[src/rtl/seg7_rx.sv]
// seg7_rx: receiving end of the 7-segment digit link.
// Synchronizes an asynchronous active-low segment bus. Rejects patterns that
// are not stable for STABLE_CYCLES samples. Decodes each accepted pattern to
// a 4-bit code, 0..9 or 10 for the dash.
// Ports:
//   CLOCK_50    - system clock
//   KEY         - asynchronous active-low reset
//   SEG[6:0]    - segment bus, active-low, bit0=a .. bit6=g
//   digit       - last accepted legal code
//   digit_valid - one-cycle strobe per accepted legal code
//   blank       - accepted pattern is all-off
//   err         - sticky illegal-pattern flag, cleared by the next legal code
//   rx_count    - accepted legal codes, wrapping
module seg7_rx #(
    parameter int STABLE_CYCLES = 4,
    parameter int CNT_W         = 8
) (
    input  logic             CLOCK_50,
    input  logic             KEY,
    input  logic [6:0]       SEG,
    output logic [3:0]       digit,
    output logic             digit_valid,
    output logic             blank,
    output logic             err,
    output logic [CNT_W-1:0] rx_count
);

    localparam logic [6:0] BLANK_PAT = 7'b1111111;
    localparam logic [7:0] LAST      = 8'(STABLE_CYCLES - 1);

    typedef enum logic [1:0] {IDLE, SETTLE, HOLD} state_t;

    state_t           state, state_n;
    logic [6:0]       sync1, s;
    logic [6:0]       held, held_n;
    logic [6:0]       cand, cand_n;
    logic [7:0]       cnt, cnt_n;
    logic [3:0]       digit_n;
    logic             valid_n, blank_n, err_n;
    logic [CNT_W-1:0] rx_count_n;

    // Decode of the candidate. Only used at acceptance, when cand == s.
    logic [3:0] code;
    logic       legal;
    logic       is_blank;

    always_comb begin
        code     = 4'd0;
        legal    = 1'b1;
        is_blank = (cand == BLANK_PAT);
        case (cand)
            7'b1000000: code = 4'd0;
            7'b1111001: code = 4'd1;
            7'b0100100: code = 4'd2;
            7'b0110000: code = 4'd3;
            7'b0011001: code = 4'd4;
            7'b0010010: code = 4'd5;
            7'b0000010: code = 4'd6;
            7'b1111000: code = 4'd7;
            7'b0000000: code = 4'd8;
            7'b0010000: code = 4'd9;
            7'b0111111: code = 4'd10;
            default:    legal = 1'b0;
        endcase
    end

    // Two-flop synchronizer. Every bit is a level that is held for many
    // cycles, so bits that resolve on different edges only look like a
    // bounce. The settle filter absorbs that bounce.
    always_ff @(posedge CLOCK_50 or negedge KEY) begin
        if (!KEY) begin
            sync1 <= BLANK_PAT;
            s     <= BLANK_PAT;
        end else begin
            sync1 <= SEG;
            s     <= sync1;
        end
    end

    always_ff @(posedge CLOCK_50 or negedge KEY) begin
        if (!KEY) begin
            state       <= IDLE;
            held        <= BLANK_PAT;
            cand        <= BLANK_PAT;
            cnt         <= 8'd0;
            digit       <= 4'd0;
            digit_valid <= 1'b0;
            blank       <= 1'b1;
            err         <= 1'b0;
            rx_count    <= '0;
        end else begin
            state       <= state_n;
            held        <= held_n;
            cand        <= cand_n;
            cnt         <= cnt_n;
            digit       <= digit_n;
            digit_valid <= valid_n;
            blank       <= blank_n;
            err         <= err_n;
            rx_count    <= rx_count_n;
        end
    end

    always_comb begin
        state_n    = state;
        held_n     = held;
        cand_n     = cand;
        cnt_n      = cnt;
        digit_n    = digit;
        valid_n    = 1'b0;
        blank_n    = blank;
        err_n      = err;
        rx_count_n = rx_count;
        case (state)
            IDLE, HOLD: begin
                if (s != held) begin
                    state_n = SETTLE;
                    cand_n  = s;
                    cnt_n   = 8'd1;
                end
            end
            SETTLE: begin
                if (s != cand) begin
                    // Any bounce restarts the stability count.
                    cand_n = s;
                    cnt_n  = 8'd1;
                end else if (cnt < LAST) begin
                    cnt_n = cnt + 8'd1;
                end else begin
                    // Settling back on the held pattern is a full acceptance.
                    // A repeated draw after a bounce therefore strobes again.
                    held_n = cand;
                    if (is_blank) begin
                        blank_n = 1'b1;
                        state_n = IDLE;
                    end else if (legal) begin
                        digit_n    = code;
                        valid_n    = 1'b1;
                        rx_count_n = rx_count + CNT_W'(1);
                        err_n      = 1'b0;
                        blank_n    = 1'b0;
                        state_n    = HOLD;
                    end else begin
                        err_n   = 1'b1;
                        blank_n = 1'b0;
                        state_n = HOLD;
                    end
                end
            end
            default: state_n = IDLE;
        endcase
    end

endmodule

[config.mk]
export PLATFORM = sky130hd
export DESIGN_NAME = seg7_rx
export DESIGN_NICKNAME = d
export VERILOG_FILES = /design/src/rtl/seg7_rx.sv
export SDC_FILE = /design/constraint.sdc
export NUM_CORES = 1
export LEC_CHECK = 0
export ABC_CLOCK_PERIOD_IN_PS = 3700
export BUFFER_PORTS_ARGS = -buffer_cell sky130_fd_sc_hd__buf_4
export CAP_MARGIN = 20
export CORE_ASPECT_RATIO = 0.9
export CORE_MARGIN = 5
export CORE_UTILIZATION = 40
export DETAILED_ROUTE_END_ITERATION = 8
export GPL_TIMING_DRIVEN = 1
export PLACE_DENSITY_LB_ADDON = 0.05
export SYNTH_ARGS = -nofsm -noshare
export SYNTH_HDL_FRONTEND = slang
export SYNTH_SLANG_ARGS = --single-unit
[constraint.sdc]
create_clock -name CLOCK_50 -period 3.7 [get_ports CLOCK_50]
set_input_delay 0.37 -clock CLOCK_50 [delete_from_list [all_inputs] [get_ports CLOCK_50]]
set_output_delay 0.37 -clock CLOCK_50 [all_outputs]
set_load 0.01 [all_outputs]
* Word-level counts from Yosys, hierarchy flattened
Index checks and enable logic that the tools add are counted.
W data, S select, Z words.
** Operators by class
- Bitwise logic cells :: 3
- Magnitude comparators :: 1
- Equal/unequal tests :: 20
- Shifts and indexed selects :: 0
- Divide/modulo/power cells :: 0
- Add/subtract/negate cells :: 2
- Reduce and logical (&&, ||, !) cells :: 11
- Muxes and demuxes :: 21
- Multipliers :: 0
** Operator list (number)
- $pmux W4 S10 :: 1
- $eq A7 B7 Y1 const B :: 4
- $mux W8 :: 3
- $eq A7 B5 Y1 const B :: 3
- $eq A7 B6 Y1 const B :: 3
- $add A8 B1 Y8 const B :: 2
- $pmux W8 S2 :: 1
- $mux W7 :: 2
- $ne A7 B7 Y1 :: 2
- $pmux W7 S2 :: 1
- $reduce_and A3 Y1 :: 4
- $reduce_or A11 Y1 :: 1
- $lt A8 B2 Y1 const B :: 1
- $mux W1 :: 8
- $mux W2 :: 4
- $ne A2 B2 Y1 const B :: 4
- $eq A7 B2 Y1 const B :: 1
- $logic_not A7 Y1 :: 1
- $reduce_and A5 Y1 :: 1
- $pmux W2 S2 :: 1
- $reduce_and A4 Y1 :: 1
- $ne A3 B3 Y1 const B :: 1
- $not A1 Y1 :: 3
- $eq A2 B1 Y1 const B :: 1
- other kinds (4) :: 4
** Storage, ports and cells
- Output and inout bits :: 15
- Word-level logic and storage cells :: 69
- Bits in latches :: 0
- Memories :: 0
- Register bits after elaboration :: 53
- ROM bits :: 0
- Bits of input ports :: 9
- RAM bits :: 0

* Longest topological paths before layout
- Depth after elaboration :: 8
- Mapped depth :: 7
- Depth with buffers taken out :: 6

* Worst setup path after synthesis
No wires, ideal clock.
- Path type :: register -> register
- Start point :: reg cand[4]
- End point :: reg rx_count[1]
- Required time :: 3.575 ns
- Setup slack :: 1.573 ns
- Path buffers :: 1
- Arrival time :: 2.002 ns
- Library setup time :: 0.125 ns
- Cell stages (with the launch flop) :: 7
- Cells stage by stage :: dfstp_2 -> buf_2 -> xor2_1 -> nor4_4 -> nand4_2 -> a31oi_4 -> mux2_4
** Between the ends
- Cells in the longest elaborated chain, start to end :: 4
- Elaborated cells between the ends (all ways) :: 18
- Classes of those cells :: eq/ne (12); mux (1); bitwise (2); reduce/logical (3)
** Ends and longest elaborated chain
- start: declaration :: line 36 : logic [6:0] cand, cand_n;
- start signal: assignment :: line 94 : cand <= cand_n;
- $eq A7 B6 Y1 (tied with other cells) :: line 51 : case (cand)
- $reduce_or A11 Y1 (no source line)
- $mux W1 :: line 51
- $reduce_and A5 Y1 (no source line) (*)
- end signal: assignment :: line 100 : rx_count <= rx_count_n;
- end: declaration :: line 25 : output logic [CNT_W-1:0] rx_count
Every way passes the cells marked *; elsewhere a longest branch is shown, timed or not.
A chain may end at the register's enable or synchronous reset.

* Worst setup path after layout
- Start point :: reg cand[6]
- End point :: reg digit[0]
** Between the ends
- Cells in the longest elaborated chain, start to end :: 4
- Elaborated cells between the ends (all ways) :: 19
- Classes of those cells :: eq/ne (12); mux (2); bitwise (2); reduce/logical (3)
** Ends and longest elaborated chain
- $eq A7 B6 Y1 (tied with other cells) :: line 51
- $reduce_or A11 Y1 (no source line)
- $mux W1 :: line 51
- $reduce_and A5 Y1 (no source line)
- end signal: assignment :: line 96 : digit <= digit_n;
- end: declaration :: line 21 : output logic [3:0] digit,
Several ways; a longest one is shown, not always the timed one.

==> results.py <==
metrics = {
    "clock_network": {
        "post_cts_buffers": 0,
        "cts_root_buffer": "clkbuf_8",
        "cts_tree": "built",
        "cts-buffers-inserted": 5,
        "cts_resized": 0,
        "cts_hold_buf": 0,
        "h-tree-depth": 2,
        "cts_num_sinks": 53,
        "clk_path_buf_depth": 2,
        "clkTransAtPathRegs_ns": 0.09,
        "clkLatencyLatePin_ns": 0.30,
    },
    "power": {
        "finalPower_w": 0.00108,
        "p_clk_frac": 0.366,
        "swShare": 0.212,
        "powerDensity_nw_per_um2": 393,
        "p_switching_w": 0.000230,
        "p_seq_frac": 0.577,
        "pwr-share-comb": 0.057,
        "internal-power_w": 0.000851,
        "p_leak_nw": 1.21,
        "ir_worst_vdd_mv": 0.211,
    },
    "timing": {
        "fmax_ghz": 0.442,
        "period_minus_slack_ns": 2.26,
        "clock_skew_ns": 0.0150,
        "slew_headroom": 0.575,
        "period_share": 0.612,
        "hold_viol": 0,
        "slew_violations": 0,
        "finalSetupViolations": 0,
        "rsz0062_at_grt": "no",
        "worstMarginPinSlew_ns": 0.638,
        "setup_tns_ns": 0,
    },
    "synthesis": {
        "syn_area_um2": 2410,
        "synth.yosys.seq_area_share": 0.566,
        "synth_area_per_cell_um2": 12.7,
        "synth-edff-count": 0,
        "yosysWarnings": 0,
        "syn_inst": 189,
        "synth_seq_cells": 53,
        "async_flop_share": 1.00,
        "synth-main-ff-cell": "dfstp_2",
        "synth_cell_type_count": 42,
        "synth_top_area_cell": "dfstp_2",
        "synth_top_area_frac": 0.316,
        "synth.area.top_cells": "dfstp_2, dfrtp_1, xor2_1",
        "synthesis.nets": 200,
    },
    "drt": {
        "drc_errors": 0,
        "num_vias": 1461,
        "ant_nets": 0,
        "vias_per_cell": 5.16,
        "post_drt_wl_per_cell_um": 14.9,
        "drtIter0Drc": 50,
        "drt-pass1-iter-count": 4,
        "wl_mm": 4.22,
    },
    "final_layout": {
        "drive_above_1_share": 0.404,
        "stdcell_area_um2": 2750,
        "final_util": 0.477,
        "diodes": 0,
        "syn2layout_area_growth_pct": 14.1,
        "fin_nets": 223,
        "ff_latch_area_um2": 1360,
        "multiInputGateArea_um2": 965,
        "final.fill_count": 542,
    },
    "setup_path": {
        "crit_family": "flip-flops",
        "required_ns": 3.88,
        "max_stage_delay_ns": 0.67,
        "cp_slowest_cell": "dfstp_2",
        "regToRegStartpoint": "cand[6]",
        "end_kind": "register",
        "path_class": "register to register",
        "rr_endpoint": "digit[0]",
        "crit_arrival_ns": 2.44,
        "startpoint_type": "register",
        "critPathMaxFanout": 18,
        "worst-path-buf-inv": 1,
        "rrSetupSlack_ns": 1.44,
        "worstPathCellList": "xor2_1, nor4_4, nand4_2, buf_4, a31oi_4, mux2_4",
        "reg2reg_depth": 6,
    },
    "global_route": {
        "antenna_found_initial": 0,
        "first_global_vias": 1509,
        "grt_overflow": 0,
        "grt.total_usage": 0.119,
        "grt_max_degree": 54,
        "grt_pass1_wl_mm": 7.41,
    },
    "place": {
        "numPortBuffers": 23,
        "gp_congestion": 0.765,
        "hpwl_mm": 3.06,
        "dpl_cell_area_um2": 2630,
    },
    "worst_hold_path": {
        "hold_path_class": "primary input to asynchronous set/reset pin",
    },
    "floorplanning": {
        "io_pins": 24,
        "die_area_um2": 7680,
        "die_x_um": 91.8,
        "core_area_um2": 5760,
        "die_h_um": 83.6,
        "rows": 26,
        "start_util": 0.418,
    },
    "flow_run": {
        "maxCapViolations": 0,
    },
    "outcome": {
        "status": "finished, final reports clean",
    },
}
[worst max-delay path by stage]
| stage | to | startpoint | cells past startpoint | slack [ns] |
|---|---|---|---|---|
| after floorplan | rx_count[1] | cand[4] | 6 | 1.57 |
| after global placement | digit[0] | cand[6] | 6 | 1.51 |
| after detailed placement | digit[0] | cand[6] | 6 | 1.45 |
| after CTS | digit[0] | cand[6] | 6 | 1.43 |
| after global routing | digit[0] | cand[6] | 6 | 1.33 |
| final | digit[0] | cand[6] | 6 | 1.44 |
[area by class of cell]
cell class                 instances  share of cell area
clock inverter                     1              0.0109
multi-input combinational        118               0.351
clock buffer                       7              0.0314
timing repair buffer              24              0.0655
sequential                        53               0.496
tap                               70              0.0319
inverter                          10              0.0137
[registers in the layout (all words and copies together) (netlist names)]
signal and count:
cnt 8, rx_count 8, cand 7, held 7, s 7, sync1 7
digit 4, state 2, blank 1, digit_valid 1, err 1
[routing by layer]
| metal | up-vias | routed length [um] | global-route usage | share of wire |
|---|---|---|---|---|
| li1 | 705 | - | - | - |
| met1 | 719 | 2010 | 0.164 | 0.48 |
| met3 | 8 | 182 | 0.0334 | 0.043 |
| met5 | - | 0 | 0 | 0 |
| met4 | 0 | 59 | 0.0432 | 0.014 |
| met2 | 29 | 1970 | 0.180 | 0.47 |
[metrics by stage]
stage,std cells,hold slack [ns],setup slack [ns]
2_1_floorplan,189,0.0744,1.57
3_3_place_gp,275,0.346,1.51
3_5_place_dp,275,0.347,1.45
4_1_cts,283,0.107,1.43
5_1_grt,283,0.133,1.33
6_report,283,0.0716,1.44
[worst reg2reg max path, delay by kind of cell (launching register included)]
kind,cells,cell delay [ns]
and+or+nand+nor,2,0.44
muxes,1,0.34
AOI/OAI and AO/OA,1,0.33
DFF,1,0.67
buffers and inverters,1,0.23
xor gates and xnor gates,1,0.14
[placed cells by master, fill, tap and decap left out, drive strengths merged, types with 4 or more instances in the layout]
cell type,instances
dfstp,29
mux2,15
nor4,5
nand2,8
xor2,22
a21oi,6
clkbuf,7
and2,7
nand3,6
dfrtp,24
buf,24
nand4,5
o21ai,4
nor2,4
inv,10
a311oi,6
[cell families (layout without fill, tap and decap cells)]
kind of cell | after synthesis | count (layout) | share of synthesized area
adder cells (fa/ha/maj) | 2 | 2 | 0.0104
flip-flops | 53 | 53 | 0.566
buffers and inverters | 18 | 42 | 0.0338
XOR/XNOR | 22 | 22 | 0.0800
AO/OA/AOI/OAI | 26 | 26 | 0.0935
multiplexers | 18 | 18 | 0.0873
AND/OR/NAND/NOR | 50 | 50 | 0.129
[power groups by stage]
stage                     clock (W)  combinational, W  sequential, W
after floorplan                   0         0.0000504       0.000620
after global placement            0         0.0000616       0.000634
after detailed placement          0         0.0000634       0.000634
after CTS                  0.000411         0.0000635       0.000624
after global routing       0.000435         0.0000702       0.000627
final                      0.000395         0.0000616       0.000624
[Yosys cell counts (3+ instances only)]
cell type / number
mux2i_1: 3
nand2_1: 8
mux2_4: 3
nor4_1: 4
a21oi_2: 3
dfstp_2: 29
o21ai_0: 4
dfrtp_1: 24
and2_1: 7
inv_1: 10
nor2_1: 4
nand4_1: 4
xor2_1: 22
mux2_2: 12
o22ai_1: 3
a21oi_1: 3
nand3_1: 6
nor2b_1: 3
buf_2: 5
a311oi_1: 6
No activity file was read; power rests on OpenSTA's default activity.
